--- config.mk ---
export PLATFORM = sky130hd
export DESIGN_NAME = bus_timer
export DESIGN_NICKNAME = d
export VERILOG_FILES = /design/src/rtl/bus_timer.sv
export SDC_FILE = /design/constraint.sdc
export NUM_CORES = 1
export LEC_CHECK = 0
export BUFFER_PORTS_ARGS = -buffer_cell sky130_fd_sc_hd__clkbuf_2
export CAP_MARGIN = 40
export CORE_MARGIN = 10
export CORE_UTILIZATION = 55
export DETAILED_ROUTE_END_ITERATION = 8
export PLACE_DENSITY = 0.74
export SLEW_MARGIN = 20
export SYNTH_ARGS = -nofsm -noshare
export SYNTH_HDL_FRONTEND = slang
export SYNTH_SLANG_ARGS = --single-unit
--- constraint.sdc ---
create_clock -name clk_bus -period 4.4 [get_ports clk_bus]
set_input_delay 0.22 -clock clk_bus [delete_from_list [all_inputs] [get_ports clk_bus]]
set_output_delay 0.22 -clock clk_bus [all_outputs]
set_load 0.02 [all_outputs]
--- src/rtl/bus_timer.sv ---
// Memory-mapped prescaled down-counting timer with sticky expiry flag and level interrupt.
// Optional PWM output and DUTY register are built only when TIMER_PWM_EN is defined.
module bus_timer #(
    parameter logic [15:0] BASE_ADDR = 16'hFF00
) (
    input  logic        clk_bus,
    input  logic        rst_bus,
    input  logic [15:0] bus_addr,
    input  logic [15:0] bus_wdata,
    input  logic        bus_write,
    output logic [15:0] bus_rdata,
    output logic        irq
`ifdef TIMER_PWM_EN
    ,
    output logic        pwm_out
`endif
);

    localparam logic [2:0] OFF_CTRL   = 3'd0;
    localparam logic [2:0] OFF_PRESC  = 3'd1;
    localparam logic [2:0] OFF_RELOAD = 3'd2;
    localparam logic [2:0] OFF_COUNT  = 3'd3;
    localparam logic [2:0] OFF_STATUS = 3'd4;
    localparam logic [2:0] OFF_DUTY   = 3'd5;

    logic        en_q, en_d;
    logic        auto_q, auto_d;
    logic        irq_en_q, irq_en_d;
    logic        exp_q, exp_d;
    logic [15:0] presc_q, presc_d;
    logic [15:0] reload_q, reload_d;
    logic [15:0] count_q, count_d;
    logic [15:0] pcnt_q, pcnt_d;
`ifdef TIMER_PWM_EN
    logic [15:0] duty_q, duty_d;
    logic        pwm_q, pwm_d;
`endif

    logic       hit;
    logic [2:0] off;
    logic       wr_ctrl, wr_presc, wr_reload, wr_count, wr_status;
    logic       tick, tick_eff, expire;

    always_comb begin
        hit       = (bus_addr[15:3] == BASE_ADDR[15:3]);
        off       = bus_addr[2:0];
        wr_ctrl   = bus_write && hit && (off == OFF_CTRL);
        wr_presc  = bus_write && hit && (off == OFF_PRESC);
        wr_reload = bus_write && hit && (off == OFF_RELOAD);
        wr_count  = bus_write && hit && (off == OFF_COUNT);
        wr_status = bus_write && hit && (off == OFF_STATUS);

        // A COUNT write on a tick edge swallows that tick entirely.
        tick     = en_q && (pcnt_q == presc_q);
        tick_eff = tick && !wr_count;
        expire   = tick_eff && (count_q == 16'd0);

        en_d     = en_q;
        auto_d   = auto_q;
        irq_en_d = irq_en_q;
        exp_d    = exp_q;
        presc_d  = presc_q;
        reload_d = reload_q;
        count_d  = count_q;

        if (tick_eff) begin
            if (count_q != 16'd0) begin
                count_d = count_q - 16'd1;
            end else if (auto_q) begin
                count_d = reload_q;
            end else begin
                en_d = 1'b0;
            end
        end

        if (wr_status && bus_wdata[0]) exp_d = 1'b0;
        if (expire) exp_d = 1'b1;

        if (wr_ctrl) begin
            en_d     = bus_wdata[0];
            auto_d   = bus_wdata[1];
            irq_en_d = bus_wdata[2];
        end
        if (wr_presc)  presc_d  = bus_wdata;
        if (wr_reload) reload_d = bus_wdata;
        if (wr_count)  count_d  = bus_wdata;

        if (!en_d || tick || wr_count || (wr_ctrl && bus_wdata[0] && !en_q)) begin
            pcnt_d = 16'd0;
        end else begin
            pcnt_d = pcnt_q + 16'd1;
        end

`ifdef TIMER_PWM_EN
        duty_d = duty_q;
        if (bus_write && hit && (off == OFF_DUTY)) duty_d = bus_wdata;
        pwm_d = en_q && (count_q < duty_q);
`endif
    end

    always_comb begin
        bus_rdata = 16'd0;
        if (hit) begin
            case (off)
                OFF_CTRL:   bus_rdata = {13'd0, irq_en_q, auto_q, en_q};
                OFF_PRESC:  bus_rdata = presc_q;
                OFF_RELOAD: bus_rdata = reload_q;
                OFF_COUNT:  bus_rdata = count_q;
                OFF_STATUS: bus_rdata = {15'd0, exp_q};
`ifdef TIMER_PWM_EN
                OFF_DUTY:   bus_rdata = duty_q;
`endif
                default:    bus_rdata = 16'd0;
            endcase
        end
    end

    always_ff @(posedge clk_bus) begin
        if (rst_bus) begin
            en_q     <= 1'b0;
            auto_q   <= 1'b0;
            irq_en_q <= 1'b0;
            exp_q    <= 1'b0;
            presc_q  <= 16'd0;
            reload_q <= 16'd0;
            count_q  <= 16'd0;
            pcnt_q   <= 16'd0;
`ifdef TIMER_PWM_EN
            duty_q   <= 16'd0;
            pwm_q    <= 1'b0;
`endif
        end else begin
            en_q     <= en_d;
            auto_q   <= auto_d;
            irq_en_q <= irq_en_d;
            exp_q    <= exp_d;
            presc_q  <= presc_d;
            reload_q <= reload_d;
            count_q  <= count_d;
            pcnt_q   <= pcnt_d;
`ifdef TIMER_PWM_EN
            duty_q   <= duty_d;
            pwm_q    <= pwm_d;
`endif
        end
    end

    assign irq = exp_q && irq_en_q;
`ifdef TIMER_PWM_EN
    assign pwm_out = pwm_q;
`endif

endmodule

* Word level (Yosys, flattened, before mapping)
Cells that the tools add are included.
** Storage, ports and cells
- Register bits after elaboration :: 68
- Input bits :: 35
- Word-level logic and storage cells :: 55
** Operators by class
- Add/subtract/negate cells :: 2
- Reductions and logical operators :: 27
- Muxes and demuxes :: 12
- Equality and inequality tests :: 6
** Operator list (number)
- $mux 16 :: 5
- $pmux 16 s5 :: 1
- $add 16x1->16 const B :: 1
- $eq 16x16->1 :: 1
- $logic_not 16->1 :: 1
- $reduce_bool 16->1 :: 1
- $sub 16x1->16 const B :: 1
- $eq 13x13->1 const B :: 1
- $logic_and 1x1->1 :: 13
- $eq 3x2->1 const B :: 2
- $mux 1 :: 6
- $reduce_bool 2->1 :: 2
- $eq 3x1->1 const B :: 1
- $eq 3x3->1 const B :: 1
- $logic_not 1->1 :: 3
- $logic_not 3->1 :: 1
- $logic_or 1x1->1 :: 3
- $reduce_bool 3->1 :: 1
- $reduce_and 2->1 :: 1
- $reduce_or 2->1 :: 1

* Longest topological paths before layout
- Depth in word-level cells :: 12
- Depth in mapped cells :: 11

* Least setup slack after synthesis
OpenSTA, ideal clock, no wires.
- Path type :: reg-to-reg
- From :: reg count_q[0]
- To :: reg count_q[5]
- Data arrival time :: 2.214 ns
- Period minus slack after synthesis :: 2.300 ns
- Library setup time :: 0.086 ns
- Stages on the path, launching flop included :: 12
- Data required time :: 4.314 ns
- Setup slack :: 2.100 ns
- Cells stage by stage :: dfxtp_1 > inv_1 > ha_1 > nor4b_2 > and4_1 > buf_2 > nand2b_1 > and3_1 > buf_2 > buf_2 > mux2i_1 > a211oi_1
** On the way
- Word-level cells in the longest chain between the ends :: 4
- Elaborated cells on any way between the ends :: 7
- Classes of those cells :: add/sub: 1; mux: 3; reduce/logical: 3
** Ends and longest elaborated chain
- start: declaration :: RTL line 32 : logic [15:0] count_q, count_d;
- start signal: assignment :: RTL line 139 : count_q <= count_d;
- $sub 16x1->16 or $reduce_bool 16->1 (tied branches) :: RTL line 68, 67
- $mux 16 :: RTL line 67 : if (count_q != 16'd0) begin
- $mux 16 :: RTL line 66 : if (tick_eff) begin
- $mux 16 :: RTL line 86 : if (wr_count) count_d = bus_wdata;
Parallel ways exist; a longest one is shown, timed or not. The select of a mux whose other input is x is not followed.
A chain may end at the register's enable or synchronous reset.

* Worst setup path in the final report
- From :: reg count_q[0]
- To :: reg count_q[14]
Same word-level chain as after synthesis.

==> flow_summary.ini <==
[setup_path]
cp.required_ns = 4.66
r2r-start = count_q[0]
crit_top_cell = nand2b_1
reg2regPathDepth = 8
critPathBufInv = 1
critPathArrivalTime_ns = 3.19
crit_fanout = 18
endpoint = count_q[14]
reg2reg_slack_ns = 1.47
crit_path_end_kind = flip-flop
crit_family = simple AND/OR/NAND/NOR gates
crit_path_start = count_q[0]
path_cells = inv_1 -> ha_1 -> nor4b_2 -> and4_1 -> nand2b_1 -> and3_1 -> nand2b_1 -> a311oi_1
regToRegEndpoint = count_q[14]
slowest_delay_ns = 0.63
crit_slowest_cell = and4_1
worstSetupPathType = reg -> reg
worst-path-stages = 8
start_kind = flip-flop

[global_routing]
grt_max_degree = 57
grt_overflow = 0
grtUsageTotal_pct = 19.9
antenna_found_initial = 0
grt_pass1_vias = 3538
grt_pass1_wl_um = 18100

[synthesis]
ys_types = 55
ys_ff_latch = 68
synth_edf_count = 0
synth_xor_xnor_area_share_pct = 7.98
synthesis.instances = 505
synth_flop_cell = dfxtp_1
synth_compound_area_share_pct = 16.0
synth_adder_area_share_pct = 0.950
synth_top_family_by_area = simple AND/OR/NAND/NOR gates
synth_area_leaders = dfxtp_1 (34%), nand2_1 (8.6%), nor2_1 (6.0%)
synth_nets = 543
yosysWarningCount = 0
synth_area_mm2 = 0.00395
yosys.area_share.simple_pct = 28.8
yosysTopAreaCell = dfxtp_1
seq_area_frac_synth_pct = 34.4
synth_common_cells = nand2_1 (91), dfxtp_1 (68), nor2_1 (63)
yosys.area.top_type_share_pct = 34.4
yosys-mux-area-fraction_pct = 7.69
avgSynthCellArea_um2 = 7.83
synthArstFlopShare_pct = 0
synth.most_common_cell = nand2_1

[clock_tree]
hold_buffers = 0
cts_resized = 0
cts.sink_count = 68
numCtsBuffers = 9
clock_latency_ns = 0.35
clock_path_buffers = 2
htree_levels = 3
cts-root-buf = clkbuf_8
cts_tree = built
cts_setup_buffers = 0
clk_pin_slew_ns = 0.08

[floorplan]
fp.dieArea_mm2 = 0.0110
io_pins = 52
die_w_um = 105
rows = 30
initial_core_util_pct = 57.2
core_mm2 = 0.00691
fp.dieH_um = 105

[sta]
max_freq_mhz = 341
slew_violations = 0
clock_skew_ns = 0.00901
relSlewSlack_pct = 45.0
post-route-period-util_pct = 66.6
worst_pin_slew_ns = 0.825
hold_ws_ns = 0.130
fin_crit_ns = 2.93
setup_viol = 0
grt_setup_unrepaired = false
setup_tns_ns = 0
hold_violations = 0

[routing]
first_pass_iters = 7
ant_nets = 0
drt_wl_total_um = 11400
num_vias = 3886
avgRoutedWirePerCell_um = 17.8
vias_per_cell = 6.04
drc = 0
drtIter0Drc = 368

[worst_hold_path]
hold_path.class = in -> reg

[layout]
drive_gt1_share_pct = 17.7
n_antenna_cell = 0
final_cells = 643
area_delta_synth_final_pct = 13.4
nNetsFinal = 580

[power]
leakage_nw = 1.59
peakVddDrop_v = 0.000199
pwr_density_cell_mw_per_mm2 = 297

[status]
status = complete, no violations

[placed_design]
dp_hpwl_um = 8170
port-buffer-count = 51
place_inst = 627
place.gp.congestion = 0.889

[job]
drv_cap = 0
cell type report:
| type | instances | area [µm²] |
|---|---|---|
| fill | 638 | 2420 |
| clock buffer | 11 | 151 |
| sequential | 68 | 1360 |
| tap | 96 | 120 |
| inverter | 7 | 26.3 |
| multi-input combinational | 401 | 2430 |
| timing repair buffer | 55 | 287 |
| clock inverter | 5 | 106 |
worst min-delay path by stage:
stage	start	endpoint	slack, ns	depth (start not counted)
3_5_place_dp	irq_en_q	irq_en_q	0.46	2
2_1_floorplan	bus_wdata[0]	presc_q[0]	0.36	2
5_1_grt	bus_wdata[11]	reload_q[11]	0.12	3
4_1_cts	bus_wdata[10]	presc_q[10]	0.12	3
3_3_place_gp	reload_q[7]	reload_q[7]	0.45	2
6_report	bus_wdata[10]	reload_q[10]	0.13	3
layout by cell type (no fill, tap or decap), types with 12 or more instances in the layout:
cell type	n
a211oi_1	12
mux2_2	15
nand2_1	91
dfxtp_1	68
xnor2_1	26
nand4_1	13
a22oi_1	14
clkbuf_2	51
a21oi_1	40
nor2_1	63
nand3_1	13
state kept, by name, summed over array words and instances (netlist names):
| signal | count |
|---|---|
| count_q | 16 |
| pcnt_q | 16 |
| presc_q | 16 |
| reload_q | 16 |
| auto_q | 1 |
| en_q | 1 |
| exp_q | 1 |
| irq_en_q | 1 |
metrics by stage:
stage	setup WS (ns)	utilization, %	cell area, µm²	power (mW)
final	1.47	64.9	4480	1.33
after floorplan	2.10	-	3950	0.651
after global routing	1.25	64.9	4480	1.37
after CTS	1.54	64.9	4480	1.34
after detailed placement	1.44	61.2	4220	0.680
after global placement	1.32	60.9	4210	0.680
kinds of logic after synthesis:
| group | Yosys count |
|---|---|
| XOR/XNOR | 36 |
| buffers and inverters | 36 |
| AO/OA/AOI/OAI | 99 |
| multiplexers | 26 |
| adder cells (fa/ha/maj) | 3 |
| AND/OR/NAND/NOR | 237 |
| flip-flops | 68 |
per-layer routing:
layer  vias to the layer above  GRT usage, %  part of all wire (%)
li1                       1847             -                     -
met1                      1881          25.0                    43
met2                       141          33.4                    49
met3                        17          4.18                   6.3
met4                         0          5.78                   1.2
met5                         -             0                     0
report_power, final:
part / switching (mW) / internal, mW / total (mW)
registers: 0.00000755 / 0.615 / 0.615
logic: 0.0342 / 0.0179 / 0.0521
clock network: 0.255 / 0.410 / 0.665
worst min-delay path, cell delays in order:
cell	delay (ns)
clkbuf_2	0.11
nand2_1	0.06
a21oi_1	0.05
Note: power is estimated with default switching activity, not from simulation.
